## src/rtl/clk_div_bank.sv

```systemverilog
// clk_div_bank: lock-qualified reset sequencer plus NUM_CH runtime-programmable square-wave dividers.
// Dividers advance only once the wizard lock has held for 2**LOCK_W-1 cycles.
//
// state     | meaning
// WAIT_LOCK | wizard not locked; dividers held clear, rst_seq high
// STABLE    | locked; counting lock hold time, dividers still clear
// RUN       | dividers advance, rst_seq released one cycle after entry
module clk_div_bank #(
  parameter int NUM_CH = 4,
  parameter int DIV_W  = 10,
  parameter int DEF_HP = 4,
  parameter int LOCK_W = 16
) (
  input  logic                    sys_clk,
  input  logic                    rst_glb,
  input  logic                    locked,
  input  logic [NUM_CH*DIV_W-1:0] div_cfg,
  input  logic                    cfg_load,
  input  logic [NUM_CH-1:0]       ch_en,
  output logic [NUM_CH-1:0]       clk_div_out,
  output logic [NUM_CH-1:0]       clk_div_pls,
  output logic                    rst_seq,
  output logic [1:0]              seq_state
);

  typedef enum logic [1:0] {
    WAIT_LOCK = 2'd0,
    STABLE    = 2'd1,
    RUN       = 2'd2
  } seq_state_t;

  // Last STABLE cycle is the one holding 2**LOCK_W-2, so STABLE lasts 2**LOCK_W-1 cycles.
  localparam logic [LOCK_W-1:0] LOCK_LAST = {{(LOCK_W-1){1'b1}}, 1'b0};
  localparam logic [DIV_W-1:0]  HP_RST    = DIV_W'(DEF_HP);

  seq_state_t        state;
  logic [LOCK_W-1:0] lock_cnt;
  logic              run_ok;

  assign run_ok    = (state == RUN) && locked;
  assign seq_state = state;

  always_ff @(posedge sys_clk) begin
    if (rst_glb) begin
      state    <= WAIT_LOCK;
      lock_cnt <= '0;
      rst_seq  <= 1'b1;
    end else begin
      rst_seq <= (state != RUN);
      case (state)
        WAIT_LOCK: begin
          lock_cnt <= '0;
          if (locked) state <= STABLE;
        end
        STABLE: begin
          if (!locked) begin
            state    <= WAIT_LOCK;
            lock_cnt <= '0;
          end else begin
            lock_cnt <= lock_cnt + 1'b1;
            if (lock_cnt == LOCK_LAST) state <= RUN;
          end
        end
        RUN: begin
          if (!locked) begin
            state    <= WAIT_LOCK;
            lock_cnt <= '0;
          end
        end
        default: begin
          state    <= WAIT_LOCK;
          lock_cnt <= '0;
        end
      endcase
    end
  end

  for (genvar i = 0; i < NUM_CH; i++) begin : g_ch
    logic [DIV_W-1:0] shadow_hp;
    logic [DIV_W-1:0] hp;
    logic [DIV_W-1:0] cnt;
    logic             pend;
    logic             run;
    logic             out_q;
    logic             pls_q;
    logic             tc;
    logic             apply;

    assign tc    = run && (cnt == hp);
    // A pending half-period lands only on a phase boundary, so the running phase never changes length.
    assign apply = pend && (!run_ok || !run || tc);

    assign clk_div_out[i] = out_q;
    assign clk_div_pls[i] = pls_q;

    always_ff @(posedge sys_clk) begin
      if (rst_glb) begin
        shadow_hp <= HP_RST;
        hp        <= HP_RST;
        pend      <= 1'b0;
        cnt       <= '0;
        run       <= 1'b0;
        out_q     <= 1'b0;
        pls_q     <= 1'b0;
      end else begin
        if (apply) hp <= shadow_hp;
        if (cfg_load) begin
          shadow_hp <= div_cfg[i*DIV_W +: DIV_W];
          pend      <= 1'b1;
        end else if (apply) begin
          pend <= 1'b0;
        end

        pls_q <= 1'b0;
        if (!run_ok) begin
          cnt   <= '0;
          run   <= 1'b0;
          out_q <= 1'b0;
        end else if (!run) begin
          cnt   <= '0;
          out_q <= 1'b0;
          run   <= ch_en[i];
        end else if (cnt == hp) begin
          cnt <= '0;
          // Stop only at the end of a low phase so a disable never leaves a runt high pulse.
          if (!ch_en[i] && !out_q) begin
            run <= 1'b0;
          end else begin
            out_q <= ~out_q;
            pls_q <= ~out_q;
          end
        end else begin
          cnt <= cnt + 1'b1;
        end
      end
    end
  end

endmodule

```

## config.mk

```make
export PLATFORM = sky130hd
export DESIGN_NAME = clk_div_bank
export DESIGN_NICKNAME = d
export VERILOG_FILES = /design/src/rtl/clk_div_bank.sv
export SDC_FILE = /design/constraint.sdc
export NUM_CORES = 1
export LEC_CHECK = 0
export CAP_MARGIN = 0
export CORE_MARGIN = 2
export CORE_UTILIZATION = 40
export CTS_CLUSTER_SIZE = 14
export DETAILED_ROUTE_END_ITERATION = 10
export GPL_ROUTABILITY_DRIVEN = 1
export PLACE_DENSITY = 0.67
export SYNTH_ARGS = -nofsm -noshare
export SYNTH_HDL_FRONTEND = slang
export SYNTH_SLANG_ARGS = --single-unit
```

## constraint.sdc

```tcl
create_clock -name sys_clk -period 2.06 [get_ports sys_clk]
set_input_delay 0.412 -clock sys_clk [delete_from_list [all_inputs] [get_ports sys_clk]]
set_output_delay 0.412 -clock sys_clk [all_outputs]
set_load 0.02 [all_outputs]
```

Yosys cells after proc, flatten, opt, wreduce, memory -nomap -nowiden

Cells that the tools add are included.

Flip-flop bits (word level): 155
Bits of input ports: 48
Output and inout port bits: 11
Logic and storage cells: 149

$add $sub $neg: 5
Eq/ne operators: 11
Multiplexer cells: 28
Bitwise gates (word level): 17
Reductions and logical operators: 57

Operator list:

| operator              | number |
|---|---|
| $add 10x1->10 const B | 4 |
| $eq 10x10->1          | 4 |
| $mux 16               | 2 |
| $pmux 16 s2           | 1 |
| $mux 1                | 20 |
| $reduce_or 5->1       | 4 |
| $not 1->1             | 17 |
| $add 16x1->16 const B | 1 |
| $eq 16x16->1 const B  | 1 |
| $reduce_or 4->1       | 4 |
| $logic_and 1x1->1     | 13 |
| $logic_not 1->1       | 13 |
| $reduce_or 3->1       | 4 |
| $logic_or 1x1->1      | 8 |
| $mux 2                | 4 |
| $reduce_and 2->1      | 4 |
| $reduce_bool 2->1     | 4 |
| $ne 2x2->1 const B    | 3 |
| $pmux 2 s3            | 1 |
| $ne 3x3->1 const B    | 1 |
| $reduce_and 3->1      | 1 |
| $eq 2x1->1 const B    | 1 |
| $eq 2x2->1 const B    | 1 |
| $logic_not 2->1       | 1 |
| $reduce_or 2->1       | 1 |

Logic depth before layout (Yosys ltp)

Gate-level depths: netlist of run 1.

Word-level depth: 8
Gate-level depth with buffers: 7
Mapped depth without buffers: 6

Least setup slack after synthesis of run 1

Ideal clock, no wire load.

Kind: flip-flop to flip-flop
From: register state[1] (netlist: seq_state[1])
To: register g_ch[1].hp[0]
Library setup time: 0.072 ns
Data arrival time: 1.550 ns
Required time: 1.988 ns
Setup slack: 0.439 ns
Cell stages (with the launch flop): 8
Path buffers: 2
Period minus slack after synthesis: 1.621 ns
Cells stage by stage: dfxtp_1 nor2b_1 and2_1 buf_6 nand2_1 o21ai_1 buf_2 mux2i_1

Cells in the longest elaborated chain, start to end: 6

Ends and longest elaborated chain:

| what                           | RTL line | source |
|---|---|---|
| start: declaration             | 36       | `seq_state_t state;` |
| start signal: assignment       | 45       | `state <= WAIT_LOCK;` |
| start signal: assignment       | 53       | `if (locked) state <= STABLE;` |
| start signal: assignment       | 57       | `state <= WAIT_LOCK;` |
| $eq 2x2->1                     | 40       | `assign run_ok = (state == RUN) && locked;` |
| $logic_and 1x1->1              | 40       |  |
| $logic_not 1->1                | -        |  |
| $logic_or 1x1->1 (2 in series) | 91       | `assign apply = pend && (!run_ok \|\| !run \|\| tc);` |
| $logic_and 1x1->1              | 91       |  |
| end signal: assignment         | 106      | `if (apply) hp <= shadow_hp;` |
| end: declaration               | 80       | `logic [DIV_W-1:0] hp;` |

Every way passes these cells.
A chain may end at the register's enable or synchronous reset.

Final worst setup path of run 1

From: register g_ch[2].cnt[8]
To: register g_ch[2].hp[8]

Cells in the longest elaborated chain, start to end: 4

Ends and longest elaborated chain:

| what                     | RTL line | source |
|---|---|---|
| start: declaration       | 81       | `logic [DIV_W-1:0] cnt;` |
| start signal: assignment | 133      | `cnt <= cnt + 1'b1;` |
| $eq 10x10->1             | 89       | `assign tc = run && (cnt == hp);` |
| $logic_and 1x1->1        | 89       |  |
| $logic_or 1x1->1         | 91       |  |
| $logic_and 1x1->1        | 91       |  |
| end signal: assignment   | 106      |  |
| end: declaration         | 80       |  |

Every way passes these cells.

==> results of run 1 <==
==> kinds of logic (layout without fill, tap and decap cells) <==
family	Yosys count	count (layout)
AOI/OAI and AO/OA	60	60
xor gates and xnor gates	72	72
muxes	77	77
buffers and inverters	49	117
and+or+nand+nor	290	290
DFF	155	155
adders and majority gates	6	6
==> routing by layer <==
| layer | GRT usage, % | vias up |
|---|---|---|
| li1 | - | 2496 |
| met1 | 20.97 | 2166 |
| met5 | 0 | - |
| met3 | 4.157 | 11 |
| met2 | 21.54 | 91 |
| met4 | 4.561 | 0 |
==> metrics by stage <==
stage / instance area, um2 / total power [mW] / util [%]
global placement: 7622 / 3.575 / 45.96
floorplan: 6797 / 3.418 / -
detailed placement: 7622 / 3.579 / 45.96
finish: 8209 / 6.605 / 49.50
global route: 8209 / 6.864 / 49.50
CTS: 8209 / 6.689 / 49.50
==> registers in the layout (all words and copies together), names as in the netlist, 4 cells and up <==
name / count
lock_cnt: 16
g_ch.shadow_hp: 40
g_ch.run: 4
g_ch.out_q: 4
g_ch.cnt: 40
g_ch.hp: 40
g_ch.pend: 4
g_ch.pls_q: 4
==> report_power, final <==
group	switching (mW)	internal (mW)	total, mW
clock network	1.14	1.96	3.10
registers	0.0410	3.07	3.11
logic	0.164	0.231	0.394
==> layout make-up <==
type                            count  area share [%]
Clock inverter                      7           1.402
Inverter                            7          0.3201
Clock buffer                       24           5.746
Multi-Input combinational cell    505           41.72
Timing Repair Buffer               79           9.663
Tap cell                          220           3.353
Sequential cell                   155           37.80
==> worst max-delay path, cell delays in order (launching register included) <==
cell	delay [ns]
dfxtp_1	0.35
xor2_1	0.15
nor4_1	0.30
nand4_1	0.36
a31o_1	0.36
buf_12	0.15
mux2i_1	0.12
==> cells in the final DEF, fill, tap and decap left out, types with 4 or more instances in the layout <==
master / synthesis / final
dfxtp_1: 155 / 155
nor2_1: 101 / 101
mux2i_1: 77 / 77
nand2b_1: 56 / 56
clkdlybuf4s50_1: 0 / 56
xor2_1: 46 / 46
nand2_1: 27 / 27
xnor2_1: 26 / 26
nand3_1: 26 / 26
clkbuf_16: 0 / 17
buf_4: 8 / 17
a21oi_1: 15 / 15
and3_1: 13 / 13
or2b_2: 12 / 12
o21ai_0: 11 / 11
nor2b_1: 10 / 10
o21ai_1: 9 / 9
and4_1: 8 / 8
inv_1: 7 / 7
nand4_1: 7 / 7
or2b_1: 6 / 6
ha_1: 6 / 6
and2_1: 5 / 5
clkbuf_1: 19 / 5
buf_12: 0 / 5
nor4_1: 4 / 4
a31oi_1: 4 / 4
a211o_1: 4 / 4
o21bai_1: 4 / 4
==> final timing paths <==
path,to,from,depth (start not counted)
setup / recovery,g_ch[2].hp[8],g_ch[2].cnt[8],6
hold / removal,seq_state[0],rst_glb,3
setup reg to reg,g_ch[2].hp[8],g_ch[2].cnt[8],6
hold reg to reg,lock_cnt[13],lock_cnt[13],1
==> results.json, run 1 <==
{
  "status": "finished clean",
  "htreeDepth": 4,
  "synth_ff_type": "dfxtp_1",
  "antennaDiodeCount": 0,
  "fmax_mhz": 526.3,
  "setup_viol": 0,
  "multi_input_area_um2": 3425,
  "die_y_um": 134.4,
  "numPortBuffers": 58,
  "syn_area_um2": 6797,
  "cts-buffers-inserted": 17,
  "insertion_delay_ns": 0.41,
  "ys_ff_latch": 155,
  "clkTransAtPathRegs_ns": 0.06,
  "yosys.cell_types.count": 50,
  "drtPass1Iterations": 5,
  "ff_latch_area_um2": 3103,
  "syn_area_per_cell_um2": 9.586,
  "required_ns": 2.36,
  "timing.hold.ws_ns": 0.3715,
  "grt_start_max_net_pins": 131,
  "cts_buffer_depth": 2,
  "layout.cells.non_filler": 997,
  "place_ws_ns": -0.01475,
  "synthArstFlopShare_pct": 0,
  "rows": 47,
  "initial_utilization_pct": 40.98,
  "synth_compound_gate_area_share_pct": 5.504,
  "crit_type": "reg -> reg",
  "finalCritPeriodShare_pct": 92.23,
  "vdd_ir_drop_max_v": 0.0005355,
  "gp_congestion": 0.8216,
  "vias": 4764,
  "yosys.area_share.adder_pct": 1.105,
  "postCtsSetupBuffers": 0,
  "die-area_um2": 18050,
  "dieWidth_um": 134.4,
  "yosysWarnings": 0,
  "synth_common_cells": "dfxtp_1, nor2_1, mux2i_1, nand2b_1, xor2_1",
  "grt_overflow": 0,
  "finClkSkew_ns": 0.008635,
  "cts_num_sinks": 155,
  "timing.final.ws_setup_ns": 0.1600,
  "ant_nets": 0,
  "synth-simple-area-share_pct": 23.16,
  "reg2reg_slack_ns": 0.16,
  "drt_wl_total_um": 12500,
  "synth_top_area_share_pct": 45.66,
  "synth_top_family_by_area": "simple AND/OR/NAND/NOR gates",
  "drtIter0Drc": 362,
  "worst_pin_slew_ns": 0.5558,
  "wl_met3_um": 512,
  "synth_xor_area_share_pct": 9.278,
  "seq_area_frac_synth_pct": 45.66,
  "place_hpwl_um": 8592,
  "max_slew_margin_pct": 62.74,
  "synth_most_common_cell": "dfxtp_1",
  "wl_met1_um": 6545,
  "cp_max_fo": 10,
  "synth_area_leader_cell": "dfxtp_1",
  "synth_edf_count": 0,
  "rsz0062_at_grt": "no",
  "dp_cells": 966,
  "grt_use_total_pct": 14.72,
  "final_layout_size_suffix_gt1_share_pct": 8.880,
  "syn_nets": 763,
  "p_leak_nw": 3.354,
  "root_buffer": "clkbuf_16",
  "wl_per_cell_um": 12.54,
  "cts_resized": 0,
  "slew_viol_final": 0,
  "cts_hold_buf": 0,
  "fin_setup_tns_ns": 0,
  "arrival_ns": 2.20,
  "n_fill_cell": 1549,
  "viasPerCell": 4.778,
  "cap_viol_max_count": 0,
  "syn_inst": 709,
  "grt_pass1_wl_um": 21400,
  "finalNetCount": 819,
  "wl_met2_um": 5314,
  "powerDensity_nw_per_um2": 804.6,
  "hold_viol": 0,
  "cp-end-kind": "flop",
  "final.min_clock_period_ns": 1.900,
  "synthMuxAreaShare_pct": 11.34,
  "synth.top_cells.by_area": "dfxtp_1, mux2i_1, xor2_1",
  "drc_errors": 0,
  "layout-area-overhead-vs-synth_pct": 20.78,
  "hp-class": "in -> reg",
  "core-area_um2": 16580,
  "antenna_found_initial": 0,
  "first_global_vias": 4411,
  "io_pins": 59,
  "top_layer": "met4",
  "worstSetupStartpointType": "flop",
  "cts_tree": "yes"
}
No activity file was read; power rests on OpenSTA's default activity.
==> run 2: changes to the inputs <==
--- a/config.mk
+++ b/config.mk
@@ -11,7 +11,8 @@
 export CTS_CLUSTER_SIZE = 14
 export DETAILED_ROUTE_END_ITERATION = 10
 export GPL_ROUTABILITY_DRIVEN = 1
-export PLACE_DENSITY = 0.67
+export PLACE_DENSITY = 0.69
 export SYNTH_ARGS = -nofsm -noshare
 export SYNTH_HDL_FRONTEND = slang
 export SYNTH_SLANG_ARGS = --single-unit
+export TNS_END_PERCENT = 1
==> constraint.sdc (replaced) <==
create_clock -name sys_clk -period 1.64 [get_ports sys_clk]
set_input_delay 0.246 -clock sys_clk [delete_from_list [all_inputs] [get_ports sys_clk]]
set_output_delay 0.246 -clock sys_clk [all_outputs]
set_load 0.02 [all_outputs]
==> results.json, run 2 (same netlist as run 1, synthesis figures left out) <==
{
  "place_ws_ns": -0.1486,
  "layout.cells.non_filler": 1043,
  "fmax_mhz": 589.3,
  "cp-end-kind": "flop",
  "slew_viol_final": 0,
  "powerDensity_nw_per_um2": 983.1,
  "antenna_found_initial": 0,
  "crit_type": "reg -> reg",
  "finalCritPeriodShare_pct": 103.5,
  "slowest_delay_ns": 0.35,
  "antennaDiodeCount": 0,
  "io_pins": 59,
  "arrival_ns": 2.05,
  "status": "finished, violations left",
  "wl_per_cell_um": 12.20,
  "utilization_pct": 52.14,
  "place_hpwl_um": 8901,
  "p_leak_nw": 3.646,
  "cts-buffers-inserted": 17,
  "final.min_clock_period_ns": 1.697,
  "final_layout_size_suffix_gt1_share_pct": 16.04,
  "grt_pass1_wl_um": 22380,
  "drtPass1Iterations": 5,
  "grt_use_total_pct": 15.35,
  "dp_cells": 1008,
  "vdd_ir_drop_max_v": 0.0006927,
  "crit_chain": "xor2_1, nor4_1, nand4_1, buf_6, or3b_1, a21oi_1",
  "dieWidth_um": 134.4,
  "finClkSkew_ns": 0.01474,
  "rsz0062_at_grt": "yes",
  "multi_input_area_um2": 3470,
  "root_buffer": "clkbuf_16",
  "insertion_delay_ns": 0.42,
  "grt_overflow": 0,
  "cp_max_fo": 3,
  "cts_hold_buf": 0,
  "cap_viol_max_count": 0,
  "core-area_um2": 16580,
  "grt_start_max_net_pins": 52,
  "vias": 4905,
  "n_fill_cell": 1473,
  "worst_pin_slew_ns": 0.4763,
  "hp-class": "in -> reg",
  "viasPerCell": 4.703,
  "drt_wl_total_um": 12730,
  "die-area_um2": 18050,
  "final_common_cell": "dfxtp_1",
  "ant_nets": 0,
  "die_y_um": 134.4,
  "worstSetupStartpointType": "flop",
  "cts_num_sinks": 155,
  "cts_tree": "yes",
  "cp_slowest_cell": "dfxtp_4",
  "layout-area-overhead-vs-synth_pct": 27.23,
  "timing.final.ws_setup_ns": -0.05681,
  "hold_viol": 0,
  "first_global_vias": 4757,
  "drtIter0Drc": 224,
  "initial_utilization_pct": 40.98,
  "cts_buffer_depth": 2,
  "timing.hold.ws_ns": 0.08352,
  "critical_path.top_delay_family": "simple AND/OR/NAND/NOR gates",
  "numPortBuffers": 58,
  "max_slew_margin_pct": 68.18,
  "ff_latch_area_um2": 3114,
  "gp_congestion": 0.7980,
  "htreeDepth": 4,
  "top_regs": "g_ch.cnt x40, g_ch.hp x40, g_ch.shadow_hp x40",
  "drc_errors": 0,
  "violations": "negative setup slack",
  "path_buf_inv": 1,
  "rows": 47,
  "fin_setup_tns_ns": -0.2288,
  "finalNetCount": 865,
  "clkTransAtPathRegs_ns": 0.06,
  "setup_viol": 19,
  "final_cell_mix": "dfxtp_1, nor2_1, mux2i_1",
  "required_ns": 1.99
}
run 2: stage by stage:
step	power (mW)	instance area (um2)
detailed placement	4.505	7925
CTS	8.605	8566
global route	8.817	8647
finish	8.501	8647
floorplan	4.293	6797
global placement	4.500	7925
run 2: cell type report:
class	count	share of cell area, %
Timing Repair Buffer	125	13.15
Clock buffer	26	6.005
Multi-Input combinational cell	505	40.12
Inverter	7	0.3039
Clock inverter	5	1.215
Tap cell	220	3.183
Sequential cell	155	36.02
run 2: final timing paths:
kind,start,cells past startpoint,slack [ns],end
setup / recovery,g_ch[2].cnt[5],6,-0.06,g_ch[2].out_q
hold reg to reg,g_ch[1].pend,1,0.46,g_ch[1].pend
hold / removal,rst_glb,2,0.08,lock_cnt[8]
setup reg to reg,g_ch[2].cnt[5],6,-0.06,g_ch[2].out_q
run 2: layer usage:
metal  vias up  routed length, um  GRT usage (%)
li1       2591                  -              -
met1      2220               6458          21.13
met2        86               5508          23.04
met3         8                628          4.422
met4         0                130          5.263
met5         -                  0              0
run 2: repair_timing:
action                                  in CTS  in global routing
setup buffers                                2                  2
hold endpoints to repair                     0                  0
endpoints found under the setup margin      29                 78
pin swaps                                    5                 13
resized for setup                           10                 20
run 2: report_power, final:
| part | switching (mW) | total [mW] | leakage [nW] | internal (mW) |
|---|---|---|---|---|
| clock | 1.45 | 4.08 | 0.299 | 2.63 |
| combinational | 0.210 | 0.513 | 2.08 | 0.303 |
| sequential | 0.0517 | 3.91 | 1.26 | 3.86 |
